## src/rtl/gpio_ctrl.sv

```systemverilog
// -----------------------------------------------------------------------------
// gpio_ctrl -- parametrised GPIO controller, single-cycle-grant bus slave.
//
// Per-pin output data and direction, synchronised inputs, atomic
// set/clear/toggle writes, and rising/falling edge interrupts with a
// write-1-to-clear status register.
//
// Optional feature macro: GPIO_DEBOUNCE_EN
//   Defined   : DEBOUNCE (0x24) is an RW 8-bit register. A non-zero value N
//               makes each pin's synchronised input wait for N consecutive
//               differing cycles before the debounced value follows it.
//   Undefined : DEBOUNCE reads 0, writes are ignored, no counters exist.
//
// Ports:
//   clk_i, rst_ni      clock, synchronous active-low reset
//   req_i, we_i        bus request, 1=write / 0=read
//   be_i, addr_i       byte enables, byte address (bits [1:0] ignored)
//   wdata_i            write data
//   gnt_o              grant (combinational copy of req_i)
//   rvalid_o, rdata_o  response one cycle after each grant; rdata 0 for writes
//   gpio_i             asynchronous pad inputs
//   gpio_o, gpio_oe_o  pad outputs and output enables (1 = drive)
//   irq_o              registered level interrupt, OR of IRQ_STATUS
// -----------------------------------------------------------------------------
module gpio_ctrl #(
  parameter int unsigned      NGPIO       = 32,
  parameter int unsigned      SYNC_STAGES = 2,
  parameter logic [NGPIO-1:0] OUT_RST     = '0
) (
  input  logic             clk_i,
  input  logic             rst_ni,
  input  logic             req_i,
  input  logic             we_i,
  input  logic [3:0]       be_i,
  input  logic [7:0]       addr_i,
  input  logic [31:0]      wdata_i,
  output logic             gnt_o,
  output logic             rvalid_o,
  output logic [31:0]      rdata_o,
  input  logic [NGPIO-1:0] gpio_i,
  output logic [NGPIO-1:0] gpio_o,
  output logic [NGPIO-1:0] gpio_oe_o,
  output logic             irq_o
);

  // Word indices (addr_i[7:2]) of the register map.
  localparam logic [5:0] ADDR_DATA_OUT = 6'h00;
  localparam logic [5:0] ADDR_SET      = 6'h01;
  localparam logic [5:0] ADDR_CLR      = 6'h02;
  localparam logic [5:0] ADDR_TGL      = 6'h03;
  localparam logic [5:0] ADDR_DIR      = 6'h04;
  localparam logic [5:0] ADDR_DATA_IN  = 6'h05;
  localparam logic [5:0] ADDR_RISE_EN  = 6'h06;
  localparam logic [5:0] ADDR_FALL_EN  = 6'h07;
  localparam logic [5:0] ADDR_STATUS   = 6'h08;
  localparam logic [5:0] ADDR_DEBOUNCE = 6'h09;

  logic [NGPIO-1:0] out_q, out_d;
  logic [NGPIO-1:0] dir_q, dir_d;
  logic [NGPIO-1:0] rise_en_q, rise_en_d;
  logic [NGPIO-1:0] fall_en_q, fall_en_d;
  logic [NGPIO-1:0] status_q, status_d;
  logic [NGPIO-1:0] prev_q;
  logic [SYNC_STAGES-1:0][NGPIO-1:0] sync_q;
  logic             irq_q;
  logic             rvalid_q;
  logic [31:0]      rdata_q, rdata_d;

  logic             wr_en, rd_en;
  logic [31:0]      byte_mask;
  logic [NGPIO-1:0] wmask, wbits;
  logic [NGPIO-1:0] sync_in, filt_in, rise, fall, edge_hit;
  logic [7:0]       deb_rd;

  // Address low bits and write data above NGPIO are don't-care by design.
  logic unused_bits;
  assign unused_bits = ^{addr_i[1:0], wdata_i};

  assign wr_en     = req_i & we_i;
  assign rd_en     = req_i & ~we_i;
  assign byte_mask = {{8{be_i[3]}}, {8{be_i[2]}}, {8{be_i[1]}}, {8{be_i[0]}}};
  assign wmask     = byte_mask[NGPIO-1:0];
  // Bits the write actually carries as '1' within enabled bytes.
  assign wbits     = wdata_i[NGPIO-1:0] & wmask;

  assign sync_in = sync_q[SYNC_STAGES-1];

`ifdef GPIO_DEBOUNCE_EN
  logic [7:0]            deb_q, deb_d;
  logic [NGPIO-1:0]      db_q, db_d;
  logic [NGPIO-1:0][7:0] cnt_q, cnt_d;

  always_comb begin
    deb_d = deb_q;
    db_d  = db_q;
    cnt_d = '0;
    if (wr_en && (addr_i[7:2] == ADDR_DEBOUNCE) && be_i[0]) begin
      deb_d = wdata_i[7:0];
    end
    for (int i = 0; i < int'(NGPIO); i++) begin
      if (deb_q == 8'd0) begin
        // Bypass: track sync_in so enabling debounce starts from the live value.
        db_d[i] = sync_in[i];
      end else if (sync_in[i] != db_q[i]) begin
        // '>=' also covers N being lowered while a count is in flight.
        if (cnt_q[i] + 8'd1 >= deb_q) begin
          db_d[i] = sync_in[i];
        end else begin
          cnt_d[i] = cnt_q[i] + 8'd1;
        end
      end
    end
  end

  always_ff @(posedge clk_i) begin
    if (!rst_ni) begin
      deb_q <= '0;
      db_q  <= '0;
      cnt_q <= '0;
    end else begin
      deb_q <= deb_d;
      db_q  <= db_d;
      cnt_q <= cnt_d;
    end
  end

  assign filt_in = (deb_q == 8'd0) ? sync_in : db_q;
  assign deb_rd  = deb_q;
`else
  assign filt_in = sync_in;
  assign deb_rd  = '0;
`endif

  assign rise     = filt_in & ~prev_q;
  assign fall     = ~filt_in & prev_q;
  assign edge_hit = (rise & rise_en_q) | (fall & fall_en_q);

  // NOTE: every variable driven here gets a default before any branch, so no
  // path leaves it unassigned and no latch is inferred.
  always_comb begin
    out_d     = out_q;
    dir_d     = dir_q;
    rise_en_d = rise_en_q;
    fall_en_d = fall_en_q;
    status_d  = status_q | edge_hit;
    rdata_d   = '0;

    if (wr_en) begin
      case (addr_i[7:2])
        ADDR_DATA_OUT: out_d     = (out_q & ~wmask) | wbits;
        ADDR_SET:      out_d     = out_q | wbits;
        ADDR_CLR:      out_d     = out_q & ~wbits;
        ADDR_TGL:      out_d     = out_q ^ wbits;
        ADDR_DIR:      dir_d     = (dir_q & ~wmask) | wbits;
        ADDR_RISE_EN:  rise_en_d = (rise_en_q & ~wmask) | wbits;
        ADDR_FALL_EN:  fall_en_d = (fall_en_q & ~wmask) | wbits;
        // A new edge in the same cycle as its clear keeps the bit set.
        ADDR_STATUS:   status_d  = (status_q & ~wbits) | edge_hit;
        default: ;
      endcase
    end

    if (rd_en) begin
      case (addr_i[7:2])
        ADDR_DATA_OUT: rdata_d = 32'(out_q);
        ADDR_DIR:      rdata_d = 32'(dir_q);
        ADDR_DATA_IN:  rdata_d = 32'(filt_in);
        ADDR_RISE_EN:  rdata_d = 32'(rise_en_q);
        ADDR_FALL_EN:  rdata_d = 32'(fall_en_q);
        ADDR_STATUS:   rdata_d = 32'(status_q);
        ADDR_DEBOUNCE: rdata_d = 32'(deb_rd);
        default:       rdata_d = '0;
      endcase
    end
  end

  // NOTE: state updates use non-blocking assignments so every flop samples
  // the pre-edge values, independent of statement order.
  always_ff @(posedge clk_i) begin
    if (!rst_ni) begin
      out_q     <= OUT_RST;
      dir_q     <= '0;
      rise_en_q <= '0;
      fall_en_q <= '0;
      status_q  <= '0;
      prev_q    <= '0;
      // NOTE: the synchroniser chain is reset as well, so edge detection
      // starts from a known all-zero history rather than X.
      sync_q    <= '0;
      irq_q     <= 1'b0;
      rvalid_q  <= 1'b0;
      rdata_q   <= '0;
    end else begin
      out_q     <= out_d;
      dir_q     <= dir_d;
      rise_en_q <= rise_en_d;
      fall_en_q <= fall_en_d;
      status_q  <= status_d;
      prev_q    <= filt_in;
      sync_q    <= {sync_q[SYNC_STAGES-2:0], gpio_i};
      irq_q     <= |status_q;
      rvalid_q  <= req_i;
      rdata_q   <= rdata_d;
    end
  end

  assign gnt_o     = req_i;
  assign rvalid_o  = rvalid_q;
  assign rdata_o   = rdata_q;
  assign gpio_o    = out_q;
  assign gpio_oe_o = dir_q;
  assign irq_o     = irq_q;

endmodule

```

## config.mk

```make
export PLATFORM = sky130hd
export DESIGN_NAME = gpio_ctrl
export DESIGN_NICKNAME = d
export VERILOG_FILES = /design/src/rtl/gpio_ctrl.sv
export SDC_FILE = /design/constraint.sdc
export NUM_CORES = 1
export LEC_CHECK = 0
export ABC_AREA = 1
export CORE_MARGIN = 1
export CORE_UTILIZATION = 55
export DETAILED_ROUTE_END_ITERATION = 6
export PLACE_DENSITY = 0.8
export SYNTH_ARGS = -nofsm -noshare
export SYNTH_HDL_FRONTEND = slang
export SYNTH_SLANG_ARGS = --single-unit
```

## constraint.sdc

```tcl
create_clock -name clk_i -period 1.8 [get_ports clk_i]
set_clock_uncertainty 0.15 [all_clocks]
set_input_delay 0.18 -clock clk_i [delete_from_list [all_inputs] [get_ports clk_i]]
set_output_delay 0.18 -clock clk_i [all_outputs]
set_load 0.05 [all_outputs]
```

==> reports/qor.log, run 1 <==
qor: power_and_ir_drop.combPwrFrac 0.078
qor: finish.final_cell_mix sky130_fd_sc_hd__nand2_1 (538), sky130_fd_sc_hd__dfxtp_1 (290), sky130_fd_sc_hd__inv_1 (275)
qor: yosys.postSynthCellCount 1951
qor: sta.final-setup-viol-count 0
qor: drt.topRoutingLayerUsed met4
qor: drt.wirelength_met1 17170 um
qor: drt.firstDrtPassIters 6
qor: yosys.synth.yosys.warnings 0
qor: power_and_ir_drop.power-per-cell-area 820.0 mW/mm^2
qor: floorplanning.placement_rows 56
qor: clock_tree.clk_root_buffer_cell sky130_fd_sc_hd__clkbuf_16
qor: drt.drt_wl_total 40100 um
qor: sta.post-route-period-util 0.9434
qor: yosys.count_of_different_cell_masters_after_synthesis 22
qor: clock_tree.clkLatencyLatePin 0.55 ns
qor: finish.layout_commonest_cell sky130_fd_sc_hd__nand2_1
qor: critical_path.cp_slowest_cell sky130_fd_sc_hd__dlygate4sd2_1
qor: global_routing.grt_pass1_wl 62690 um
qor: critical_path.critical_path.cell_chain dlygate4sd2_1
qor: power_and_ir_drop.p_leak 0.007722 uW
qor: floorplanning.core-area 0.02347 mm^2
qor: finish.fin_cells 2529
qor: job.max_cap_violations 0
qor: drt.routedWlPerCell 15.85 um
qor: critical_path.required 1.47 ns
qor: clock_tree.cts_tree yes
qor: clock_tree.ctsHtreeMaxLevel 1
qor: placed_design.post-place-cells 2471
qor: critical_path.cp-end-kind primary output
qor: drt.wl_met3 4575 um
qor: global_routing.grt_antenna_before_repair 0
qor: drt.detail-route-antenna-nets 0
qor: clock_tree.cts.sinks 290
qor: floorplanning.fp.dieH 156.8 um
qor: power_and_ir_drop.intPower 10670 uW
qor: critical_path.crit_family buffers and inverters
qor: sta.number_of_hold_violations_in_the_final_report 0
qor: critical_path.arrival 1.37 ns
qor: finish.area.growth.synth_to_final 28.70%
qor: power_and_ir_drop.sw_frac_of_total 0.2329
qor: hold_path.hold_class input port to flip-flop
qor: floorplanning.design.portCount 179
qor: floorplanning.design.die.area 0.02460 mm^2
qor: global_routing.vias_in_the_first_global_route 12230
qor: yosys.synth.yosys.seq_area_share 0.4403
qor: yosys.synthesis.area_per_instance 6.758 um^2
qor: sta.drv_slew 0
qor: sta.worst-slew-pin-transition 0.4808 ns
qor: global_routing.globalRouteTotalUtil 0.3214
qor: critical_path.crit_fanout 1
qor: power_and_ir_drop.vdd.ir_drop.worst 762.3 uV
qor: drt.dr_wl_met2 17450 um
qor: drt.routed-via-count 13690
qor: critical_path.crit_path_start_kind flip-flop
qor: power_and_ir_drop.p_switching 3241 uW
qor: placed_design.dp_wirelength 28280 um
qor: drt.route.detailed.drc 0
qor: finish.post_route_cells_drive_above_1_share 0.1326
qor: placed_design.finalWeightedCongestion 0.8922
qor: drt.first_iter_violations 1602
qor: floorplanning.floorplan.die.width 156.8 um
qor: global_routing.overflow 0
qor: power_and_ir_drop.clock_power_share 0.449
qor: yosys.mappedNetlistArea 0.01319 mm^2
qor: sta.max_freq 588.9 MHz
qor: status.status finished, final reports clean
qor: sta.worst_hold_slack 0.003498 ns
qor: placed_design.buffer_ports.inserted 176
qor: clock_tree.numCtsBuffers 29
qor: global_routing.grt_max_degree 88
qor: critical_path.cp.buffers_inverters 1
qor: critical_path.path_class flip-flop to primary output
qor: finish.finalCoreUtilization 0.7229
qor: power_and_ir_drop.post-layout-total-power 13910 uW
qor: sta.grt_setup_unrepaired no
qor: critical_path.critPathMaxStageDelay 0.51 ns
qor: yosys.ys_ff_latch 290
qor: yosys.mappedNetlistNets 2063
qor: finish.antenna_cells 0
qor: clock_tree.clk_path_buf_depth 3
qor: sta.max_slew_margin 0.6808
qor: floorplanning.start_util 0.5617
qor: clock_tree.worst_setup_hold_path_clk_slew 0.07 ns
qor: placed_design.dpl_worst_slack -0.2800 ns
qor: finish.num-nets-final 2300
qor: power_and_ir_drop.pwr-share-seq 0.473
qor: sta.final.min_clock_period 1.698 ns
qor: drt.vias_per_cell 5.412
qor: sta.worst_slack 0.1020 ns
[what timing repair did]
action / in CTS / in global routing
hold endpoints to repair: 5 / 0
hold buffers: 5 / 0
gates resized for setup: 1 / 0
buffers inserted: 0 / 0
setup endpoints to repair: 1 / 0
[synthesized netlist by cell type]
cell	number	area, um^2
sky130_fd_sc_hd__nor2_1	161	604.3
sky130_fd_sc_hd__nand2_1	538	2019
sky130_fd_sc_hd__o21ai_0	115	575.6
sky130_fd_sc_hd__nand2_2	2	12.51
sky130_fd_sc_hd__dfxtp_1	290	5806
sky130_fd_sc_hd__nand4_1	41	256.5
sky130_fd_sc_hd__nor3_4	1	16.27
sky130_fd_sc_hd__buf_4	4	30.03
sky130_fd_sc_hd__clkbuf_1	67	251.5
sky130_fd_sc_hd__nor2_2	3	18.77
sky130_fd_sc_hd__and2_1	1	6.260
sky130_fd_sc_hd__o21ai_1	2	10.01
sky130_fd_sc_hd__o21a_1	1	7.510
sky130_fd_sc_hd__buf_2	31	155.2
sky130_fd_sc_hd__nor2_4	2	22.52
sky130_fd_sc_hd__nand3_1	123	615.6
sky130_fd_sc_hd__inv_1	276	1036
sky130_fd_sc_hd__a21oi_1	223	1116
sky130_fd_sc_hd__or2_2	1	6.260
sky130_fd_sc_hd__ha_1	32	400.4
sky130_fd_sc_hd__buf_1	5	18.77
sky130_fd_sc_hd__a31oi_1	32	200.2
[kinds of logic after synthesis]
kind of cell               Yosys count  share of synthesized area
and+or+nand+nor                    873                     0.2714
buffers and inverters              383                     0.1131
AOI/OAI and AO/OA                  373                     0.1448
DFF                                290                     0.4403
adders and majority gates           32                    0.03037
[stage by stage]
step / cell area (um^2) / setup TNS, ns
final: 16970 / 0
after global routing: 16970 / 0
after CTS: 16970 / 0
after detailed placement: 15920 / -35.80
after global placement: 15920 / -30.63
after floorplan: 13190 / 0
[area by class of cell]
type	instances	area, um^2
tap	319	399.1
timing repair buffer	313	2829
inverter	276	1037
clock buffer	41	850.8
sequential	290	5806
multi-input combinational	1278	5901
fill	1929	6504
clock inverter	12	146.4
[metal layers]
layer,track usage,vias to the layer above
li1,-,6662
met5,0,-
met2,0.4916,767
met1,0.4624,6175
met3,0.05372,83
met4,0.09104,0
[final timing paths]
path | startpoint | to | slack (ns) | depth (start not counted)
worst max-delay path | rvalid_o$_SDFF_PN0_ | rvalid_o | 0.10 | 1
worst min-delay path | gpio_i[3] | sync_q[3]$_SDFF_PN0_ | 0.003 | 3
worst max register to register | status_q[5]$_SDFF_PN0_ | irq_o$_SDFF_PN0_ | 0.39 | 5
worst min register to register | sync_q[14]$_SDFF_PN0_ | filt_in[14]$_SDFF_PN0_ | 0.25 | 2
[power groups by stage]
stage          Clock [uW]  Sequential [uW]  Combinational, uW
6_report             6240             6590               1080
5_1_grt              6550             6590               1170
4_1_cts              6300             6590               1060
3_5_place_dp            0             6730               1050
3_3_place_gp            0             6720               1030
2_1_floorplan           0             6750                456
Note: power is estimated with default switching activity, not from simulation.
==> inputs of run 2 (changes only) <==
--- a/config.mk
+++ b/config.mk
@@ -6,6 +6,7 @@
 export NUM_CORES = 1
 export LEC_CHECK = 0
 export ABC_AREA = 1
+export CAP_MARGIN = 20
 export CORE_MARGIN = 1
 export CORE_UTILIZATION = 55
 export DETAILED_ROUTE_END_ITERATION = 6
==> results of run 2 <==
Same layout as run 1: the final DEF is identical, and so are final timing and power.
==> inputs of run 3 (changes only) <==
--- a/config.mk
+++ b/config.mk
@@ -11,6 +11,8 @@
 export CORE_UTILIZATION = 55
 export DETAILED_ROUTE_END_ITERATION = 6
 export PLACE_DENSITY = 0.8
+export SKIP_LAST_GASP = 1
+export SLEW_MARGIN = 5
 export SYNTH_ARGS = -nofsm -noshare
 export SYNTH_HDL_FRONTEND = slang
 export SYNTH_SLANG_ARGS = --single-unit
==> results of run 3 <==
Same layout as run 1: the final DEF is identical, and so are final timing and power.
